## src/rtl/nibble_add_pkg.sv

```systemverilog
// -----------------------------------------------------------------------------
// nibble_add_pkg
// Shared definitions for the nibble-serial adder controller:
//   - state_t  : controller FSM states (IDLE, RUN, DONE)
//   - NIBBLE_W : width of the single arithmetic slice (4 bits)
//   - nib_count: number of nibbles in an operand of a given width
// -----------------------------------------------------------------------------
package nibble_add_pkg;

  localparam int NIBBLE_W = 4;

  typedef enum logic [1:0] {
    IDLE = 2'b00,
    RUN  = 2'b01,
    DONE = 2'b10
  } state_t;

  // Number of NIBBLE_W-wide slices in an operand of the given width.
  function automatic int nib_count(input int width);
    return width / NIBBLE_W;
  endfunction

endpackage

```

## src/rtl/nibble_serial_add_ctrl_adder_4bit.sv

```systemverilog
// -----------------------------------------------------------------------------
// adder_4bit
// The single 4-bit arithmetic slice used by nibble_serial_add_ctrl.
// Ports:
//   a, b  in  4  nibble operands
//   ci    in  1  carry-in
//   s     out 4  nibble sum
//   co    out 1  carry-out
// -----------------------------------------------------------------------------
import nibble_add_pkg::*;

module adder_4bit (
  input  logic [NIBBLE_W-1:0] a,
  input  logic [NIBBLE_W-1:0] b,
  input  logic                ci,
  output logic [NIBBLE_W-1:0] s,
  output logic                co
);

  logic [NIBBLE_W:0] total_s;

  // Widen by one bit so the carry-out falls out of the top of the sum.
  always_comb begin
    total_s = {1'b0, a} + {1'b0, b} + {{NIBBLE_W{1'b0}}, ci};
    s       = total_s[NIBBLE_W-1:0];
    co      = total_s[NIBBLE_W];
  end

endmodule

```

## src/rtl/nibble_serial_add_ctrl.sv

```systemverilog
// -----------------------------------------------------------------------------
// nibble_serial_add_ctrl
// Computes op_a + op_b + op_ci one nibble per cycle, LSB nibble first, using a
// single adder_4bit. A result appears WIDTH/4 cycles after the operands are
// accepted and is held until the consumer takes it.
//
// Optional feature: define ADD_SUB_EN to add port op_sub. When op_sub=1 at
// acceptance the block computes op_a - op_b (co=1 means no borrow).
//
// Ports:
//   clk        in   1      rising-edge clock
//   rst_n      in   1      asynchronous active-low reset
//   in_valid   in   1      operand pair offered
//   in_ready   out  1      controller can accept operands (IDLE only)
//   op_a       in   WIDTH  operand A
//   op_b       in   WIDTH  operand B
//   op_ci      in   1      initial carry-in
//   op_sub     in   1      subtract request (ADD_SUB_EN builds only)
//   out_valid  out  1      result available
//   out_ready  in   1      consumer accepts result
//   sum        out  WIDTH  result (modulo 2^WIDTH)
//   co         out  1      final carry-out
// Parameter WIDTH must be a multiple of 4 and at least 8.
// -----------------------------------------------------------------------------
import nibble_add_pkg::*;

module nibble_serial_add_ctrl #(
  parameter int WIDTH = 16
) (
  input  logic             clk,
  input  logic             rst_n,
  input  logic             in_valid,
  output logic             in_ready,
  input  logic [WIDTH-1:0] op_a,
  input  logic [WIDTH-1:0] op_b,
  input  logic             op_ci,
`ifdef ADD_SUB_EN
  input  logic             op_sub,
`endif
  output logic             out_valid,
  input  logic             out_ready,
  output logic [WIDTH-1:0] sum,
  output logic             co
);

  localparam int NIB   = nib_count(WIDTH);
  localparam int IDX_W = (NIB > 1) ? $clog2(NIB) : 1;
  localparam logic [IDX_W-1:0] IDX_LAST = IDX_W'(NIB - 1);
  localparam logic [IDX_W-1:0] IDX_ONE  = IDX_W'(1);

  state_t             state_q, state_d;
  logic [IDX_W-1:0]   idx_q, idx_d;
  logic               carry_q, carry_d;
  logic [WIDTH-1:0]   a_q, a_d;
  logic [WIDTH-1:0]   b_q, b_d;
  logic [WIDTH-1:0]   sum_q, sum_d;
  logic               co_q, co_d;
  logic               out_valid_q, out_valid_d;
  logic               in_ready_q, in_ready_d;

  logic [WIDTH-1:0]    b_in_s;
  logic                ci_in_s;
  logic [NIBBLE_W-1:0] a_nib_s;
  logic [NIBBLE_W-1:0] b_nib_s;
  logic [NIBBLE_W-1:0] add_sum_s;
  logic                add_co_s;

  // Operand conditioning at acceptance: subtraction is A + ~B + 1.
  always_comb begin
`ifdef ADD_SUB_EN
    if (op_sub) begin
      b_in_s  = ~op_b;
      ci_in_s = 1'b1;
    end else begin
      b_in_s  = op_b;
      ci_in_s = op_ci;
    end
`else
    b_in_s  = op_b;
    ci_in_s = op_ci;
`endif
  end

  // Select the nibble pair currently being processed.
  always_comb begin
    a_nib_s = a_q[idx_q*NIBBLE_W +: NIBBLE_W];
    b_nib_s = b_q[idx_q*NIBBLE_W +: NIBBLE_W];
  end

  adder_4bit u_adder_4bit (
    .a  (a_nib_s),
    .b  (b_nib_s),
    .ci (carry_q),
    .s  (add_sum_s),
    .co (add_co_s)
  );

  // Next-state and datapath update for the IDLE/RUN/DONE controller.
  always_comb begin
    state_d     = state_q;
    idx_d       = idx_q;
    carry_d     = carry_q;
    a_d         = a_q;
    b_d         = b_q;
    sum_d       = sum_q;
    co_d        = co_q;
    out_valid_d = out_valid_q;
    in_ready_d  = in_ready_q;

    case (state_q)
      IDLE: begin
        if (in_valid && in_ready_q) begin
          a_d         = op_a;
          b_d         = b_in_s;
          carry_d     = ci_in_s;
          idx_d       = '0;
          sum_d       = '0;
          co_d        = 1'b0;
          in_ready_d  = 1'b0;
          out_valid_d = 1'b0;
          state_d     = RUN;
        end else begin
          in_ready_d  = 1'b1;
          out_valid_d = 1'b0;
        end
      end

      RUN: begin
        sum_d[idx_q*NIBBLE_W +: NIBBLE_W] = add_sum_s;
        carry_d = add_co_s;
        if (idx_q == IDX_LAST) begin
          co_d        = add_co_s;
          idx_d       = '0;
          out_valid_d = 1'b1;
          state_d     = DONE;
        end else begin
          idx_d = idx_q + IDX_ONE;
        end
      end

      DONE: begin
        // Back to IDLE only; the earliest next acceptance is a cycle later.
        if (out_ready) begin
          out_valid_d = 1'b0;
          in_ready_d  = 1'b1;
          state_d     = IDLE;
        end else begin
          out_valid_d = 1'b1;
          in_ready_d  = 1'b0;
        end
      end

      default: begin
        state_d     = IDLE;
        idx_d       = '0;
        out_valid_d = 1'b0;
        in_ready_d  = 1'b1;
      end
    endcase
  end

  // State, datapath and output registers; reset abandons any operation.
  always_ff @(posedge clk or negedge rst_n) begin
    if (!rst_n) begin
      state_q     <= IDLE;
      idx_q       <= '0;
      carry_q     <= 1'b0;
      a_q         <= '0;
      b_q         <= '0;
      sum_q       <= '0;
      co_q        <= 1'b0;
      out_valid_q <= 1'b0;
      in_ready_q  <= 1'b1;
    end else begin
      state_q     <= state_d;
      idx_q       <= idx_d;
      carry_q     <= carry_d;
      a_q         <= a_d;
      b_q         <= b_d;
      sum_q       <= sum_d;
      co_q        <= co_d;
      out_valid_q <= out_valid_d;
      in_ready_q  <= in_ready_d;
    end
  end

  assign in_ready  = in_ready_q;
  assign out_valid = out_valid_q;
  assign sum       = sum_q;
  assign co        = co_q;

endmodule

```

## config.mk

```make
export PLATFORM = sky130hd
export DESIGN_NAME = nibble_serial_add_ctrl
export DESIGN_NICKNAME = d
export VERILOG_FILES = /design/src/rtl/nibble_add_pkg.sv /design/src/rtl/nibble_serial_add_ctrl_adder_4bit.sv /design/src/rtl/nibble_serial_add_ctrl.sv
export SDC_FILE = /design/constraint.sdc
export NUM_CORES = 1
export LEC_CHECK = 0
export CORE_MARGIN = 10
export CORE_UTILIZATION = 55
export DETAILED_ROUTE_END_ITERATION = 8
export GPL_TIMING_DRIVEN = 1
export PLACE_DENSITY = 0.92
export REMOVE_ABC_BUFFERS = 1
export SLEW_MARGIN = 10
export SYNTH_ARGS = -nofsm -noshare
export SYNTH_HDL_FRONTEND = slang
export SYNTH_SLANG_ARGS = --single-unit
```

## constraint.sdc

```tcl
create_clock -name clk -period 7.23 [get_ports clk]
set_input_delay 1.446 -clock clk [delete_from_list [all_inputs] [get_ports clk]]
set_output_delay 1.446 -clock clk [all_outputs]
set_load 0.03 [all_outputs]
```

==> flow_metrics.env <==
export IMPL_crit_start="in_valid"
export IMPL_intPower_uw=902.7
export IMPL_critical_path_slowest_cell="o21ai_1"
export IMPL_tns_ns=0
export IMPL_cts_max_level=2
export IMPL_cp_max_fo=34
export IMPL_grt_pass1_wl_um=9142
export IMPL_start_util_pct=56.90
export IMPL_drcViolationCount=0
export IMPL_synth_fa_ha_area_share_pct=6.611
export IMPL_p_per_area_nw_per_um2=433.1
export IMPL_rsz0062_at_grt="no"
export IMPL_outcome="finished clean"
export IMPL_period_share_pct=50.71
export IMPL_final_setup_viol_count=0
export IMPL_syn_instance_count=193
export IMPL_clock_root_buffer="clkbuf_8"
export IMPL_postCtsSetupRepairBufs=0
export IMPL_fmax_mhz=272.7
export IMPL_cp_end_kind="register"
export IMPL_pwr_share_clk_pct=13.6
export IMPL_hold_viol=0
export IMPL_leakage_uw=0.001452
export IMPL_tightest_slew_ns=0.8115
export IMPL_synth_edf_count=0
export IMPL_ctsResizeCount=0
export IMPL_cp_slowest_stage_delay_ns=0.68
export IMPL_cts_tree="yes"
export IMPL_hold_class="reg2reg"
export IMPL_dpl_hpwl_um=4012
export IMPL_path_delay_family="compound AO/OA/AOI/OAI gates"
export IMPL_ys_seq_area_share_pct=52.19
export IMPL_cts_path_max_buffers=2
export IMPL_finalClockSkew_ns=0.005829
export IMPL_synth_compound_area_share_pct=9.078
export IMPL_synth_xor_area_share_pct=0.6518
export IMPL_finalMaxSlewViolations=0
export IMPL_fillers=308
export IMPL_vdd_drop_max_mv=0.2230
export IMPL_grtUsageTotal_pct=13.32
export IMPL_worstReg2RegEnd="carry_q"
export IMPL_yosys_most_used_dff="dfrtp_1"
export IMPL_slew_limit_headroom_pct=45.90
export IMPL_synthArstFlopShare_pct=100.0
export IMPL_drive_gt1_share_pct=23.60
export IMPL_synth_top_area_share_pct=51.21
export IMPL_numCtsBuffers=5
export IMPL_grt_overflow_total=0
export IMPL_cts_sinks=56
export IMPL_fp_dieH_um=89.91
export IMPL_die_area_um2=8083
export IMPL_dpl_cell_area_um2=3279
export IMPL_swShare_pct=38.45
export IMPL_yosysWarnings=0
export IMPL_cp_depth=5
export IMPL_io_buffers=55
export IMPL_synth_top_family_by_area="multiplexers"
export IMPL_post_route_cell_area_um2=3387
export IMPL_reg2reg_slack_ns=4.00
export IMPL_first_iter_violations=98
export IMPL_ys_seq_elements=56
export IMPL_r2r_start="idx_q[0]"
export IMPL_grt_pass1_vias=1980
export IMPL_nets=299
export IMPL_die_w_um=89.91
export IMPL_num_io_pins=56
export IMPL_endpoint="sum[7]"
export IMPL_maxCapViolCount=0
export IMPL_clkTransAtPathRegs_ns=0.09
export IMPL_critPathArrivalTime_ns=3.87
export IMPL_synth_cell_type_count=40
export IMPL_pwr_share_seq_pct=35.6
export IMPL_synthSimpleGateAreaFrac_pct=6.192
export IMPL_period_needed_ns=3.667
export IMPL_syn_avg_cell_area_um2=13.93
export IMPL_ctsHoldBuffers=0
export IMPL_worstSetupPathType="in2reg"
export IMPL_comb_power_share_pct=50.9
export IMPL_cp_data_required_time_ns=7.43
export IMPL_detail_route_antenna_nets=0
export IMPL_r2r_cells=7
export IMPL_dr_pass1_iters=4
export IMPL_drt_vias_per_instance=5.394
export IMPL_synth_area_leader_cell="dfrtp_1"
export IMPL_crit_top_cell="o21ai_1"
export IMPL_antenna_found_initial=0
export IMPL_clk_latency_ns=0.31
export IMPL_rows=25
export IMPL_vias=1710
export IMPL_path_cells="clkdlybuf4s50_1 > nand3_2 > o21ai_1 > o21ai_1 > a32o_1"
export IMPL_hold_path_cell_count=1
export IMPL_grt_max_degree=57
export IMPL_crit_buf_inv=1
export IMPL_coreArea_um2=4723
export IMPL_diodes=0
export IMPL_worst_hold_slack_ns=0.5042
export IMPL_place_gp_congestion=0.7826
export IMPL_routed_wl_um=5271
export IMPL_start_kind="primary input"
export IMPL_syn_area_um2=2688
export IMPL_synth_area_top_cells="dfrtp_1 (51%), mux2_2 (14%), mux4_2 (6.7%), ha_1 (5.1%), a22o_1 (2.6%)"
export IMPL_avgRoutedWirePerCell_um=16.63
export IMPL_power_switching_uw=564.0
export IMPL_synthToLayoutAreaGrowth_pct=26.02
export IMPL_synth_mux_area_fraction_pct=22.07
registers in the layout, summed over array words and instances, names as in the netlist:
name,cells
out_valid,1
carry_q,1
sum,16
co,1
idx_q,2
a_q,16
state_q,2
b_q,16
in_ready,1
layer usage:
| layer | track usage, % | up-vias | part of all wire (%) | wire length [µm] |
|---|---|---|---|---|
| met5 | 0 | - | 0 | 0 |
| met4 | 5.172 | 0 | 2.0 | 106 |
| met3 | 3.824 | 11 | 5.6 | 293 |
| met2 | 22.64 | 63 | 49 | 2579 |
| met1 | 15.50 | 823 | 43 | 2292 |
| li1 | - | 813 | - | - |
layout by cell type (no fill, tap or decap), drive strengths merged, types with 2 or more instances in the layout:
cell type	n
nand3	4
fa	2
a21oi	3
a32o	4
dfrtp	55
inv	11
o21ai	8
clkbuf	6
a22o	8
nand2b	2
mux2i	3
buf	2
nand2	6
nand4	2
nor3	3
nor2	7
clkdlybuf4s50	54
mux2	34
mux4	8
a21o	3
ha	11
how the worst min path moves through the flow:
stage          slack, ns    start       to
3_5_place_dp        0.49   sum[6]   sum[6]
4_1_cts             0.51   sum[8]   sum[8]
6_report            0.50   sum[6]   sum[6]
5_1_grt             0.52   sum[6]   sum[6]
3_3_place_gp        0.48   b_q[9]   b_q[9]
2_1_floorplan       0.47  a_q[10]  a_q[10]
stage by stage:
step | util, % | std cells | total power (µW) | setup WS (ns)
after floorplan | - | 186 | 1061 | 4.195
after global placement | 69.43 | 309 | 1240 | 3.294
after detailed placement | 69.43 | 309 | 1274 | 3.201
after CTS | 71.71 | 317 | 1472 | 3.515
after global routing | 71.71 | 317 | 1573 | 3.336
final | 71.71 | 317 | 1467 | 3.563
power groups by stage:
stage                     Combinational, µW  Clock [µW]  Sequential, µW
final                                   746         199             522
after floorplan                         526           0             535
after detailed placement                744           0             530
after global placement                  719           0             522
after global routing                    822         212             539
after CTS                               747         201             523
cells in the mapped netlist (2+ instances only):
cell / number
a21o_1: 3
a21oi_1: 3
a22o_1: 8
a32o_1: 4
buf_2: 3
buf_4: 2
dfrtp_1: 55
fa_1: 2
ha_1: 11
inv_1: 10
mux2_2: 33
mux2i_1: 3
mux4_2: 8
nand2_1: 6
nand2b_1: 2
nand3_1: 3
nand4_1: 2
nor2_1: 6
nor3_4: 2
o21ai_0: 5
o21ai_1: 3
layout make-up:
| cell class | count | area (µm²) | share of cell area [%] |
|---|---|---|---|
| clock buffers | 6 | 72.57 | 2.143 |
| clock inverters | 2 | 35.03 | 1.034 |
| inverters | 11 | 41.29 | 1.219 |
| multi-input cells | 119 | 1199 | 35.39 |
| flip-flops and latches | 56 | 1403 | 41.41 |
| well taps | 67 | 83.83 | 2.475 |
| repair buffers | 56 | 553.0 | 16.33 |
cell families (layout without fill, tap and decap cells):
group	after synthesis	in the layout
AOI/OAI and AO/OA	32	32
muxes	45	45
adders and majority gates	13	13
xor gates and xnor gates	2	2
buffers and inverters	18	75
DFF	56	56
and+or+nand+nor	27	27
Power figures use the tool's default switching activity.
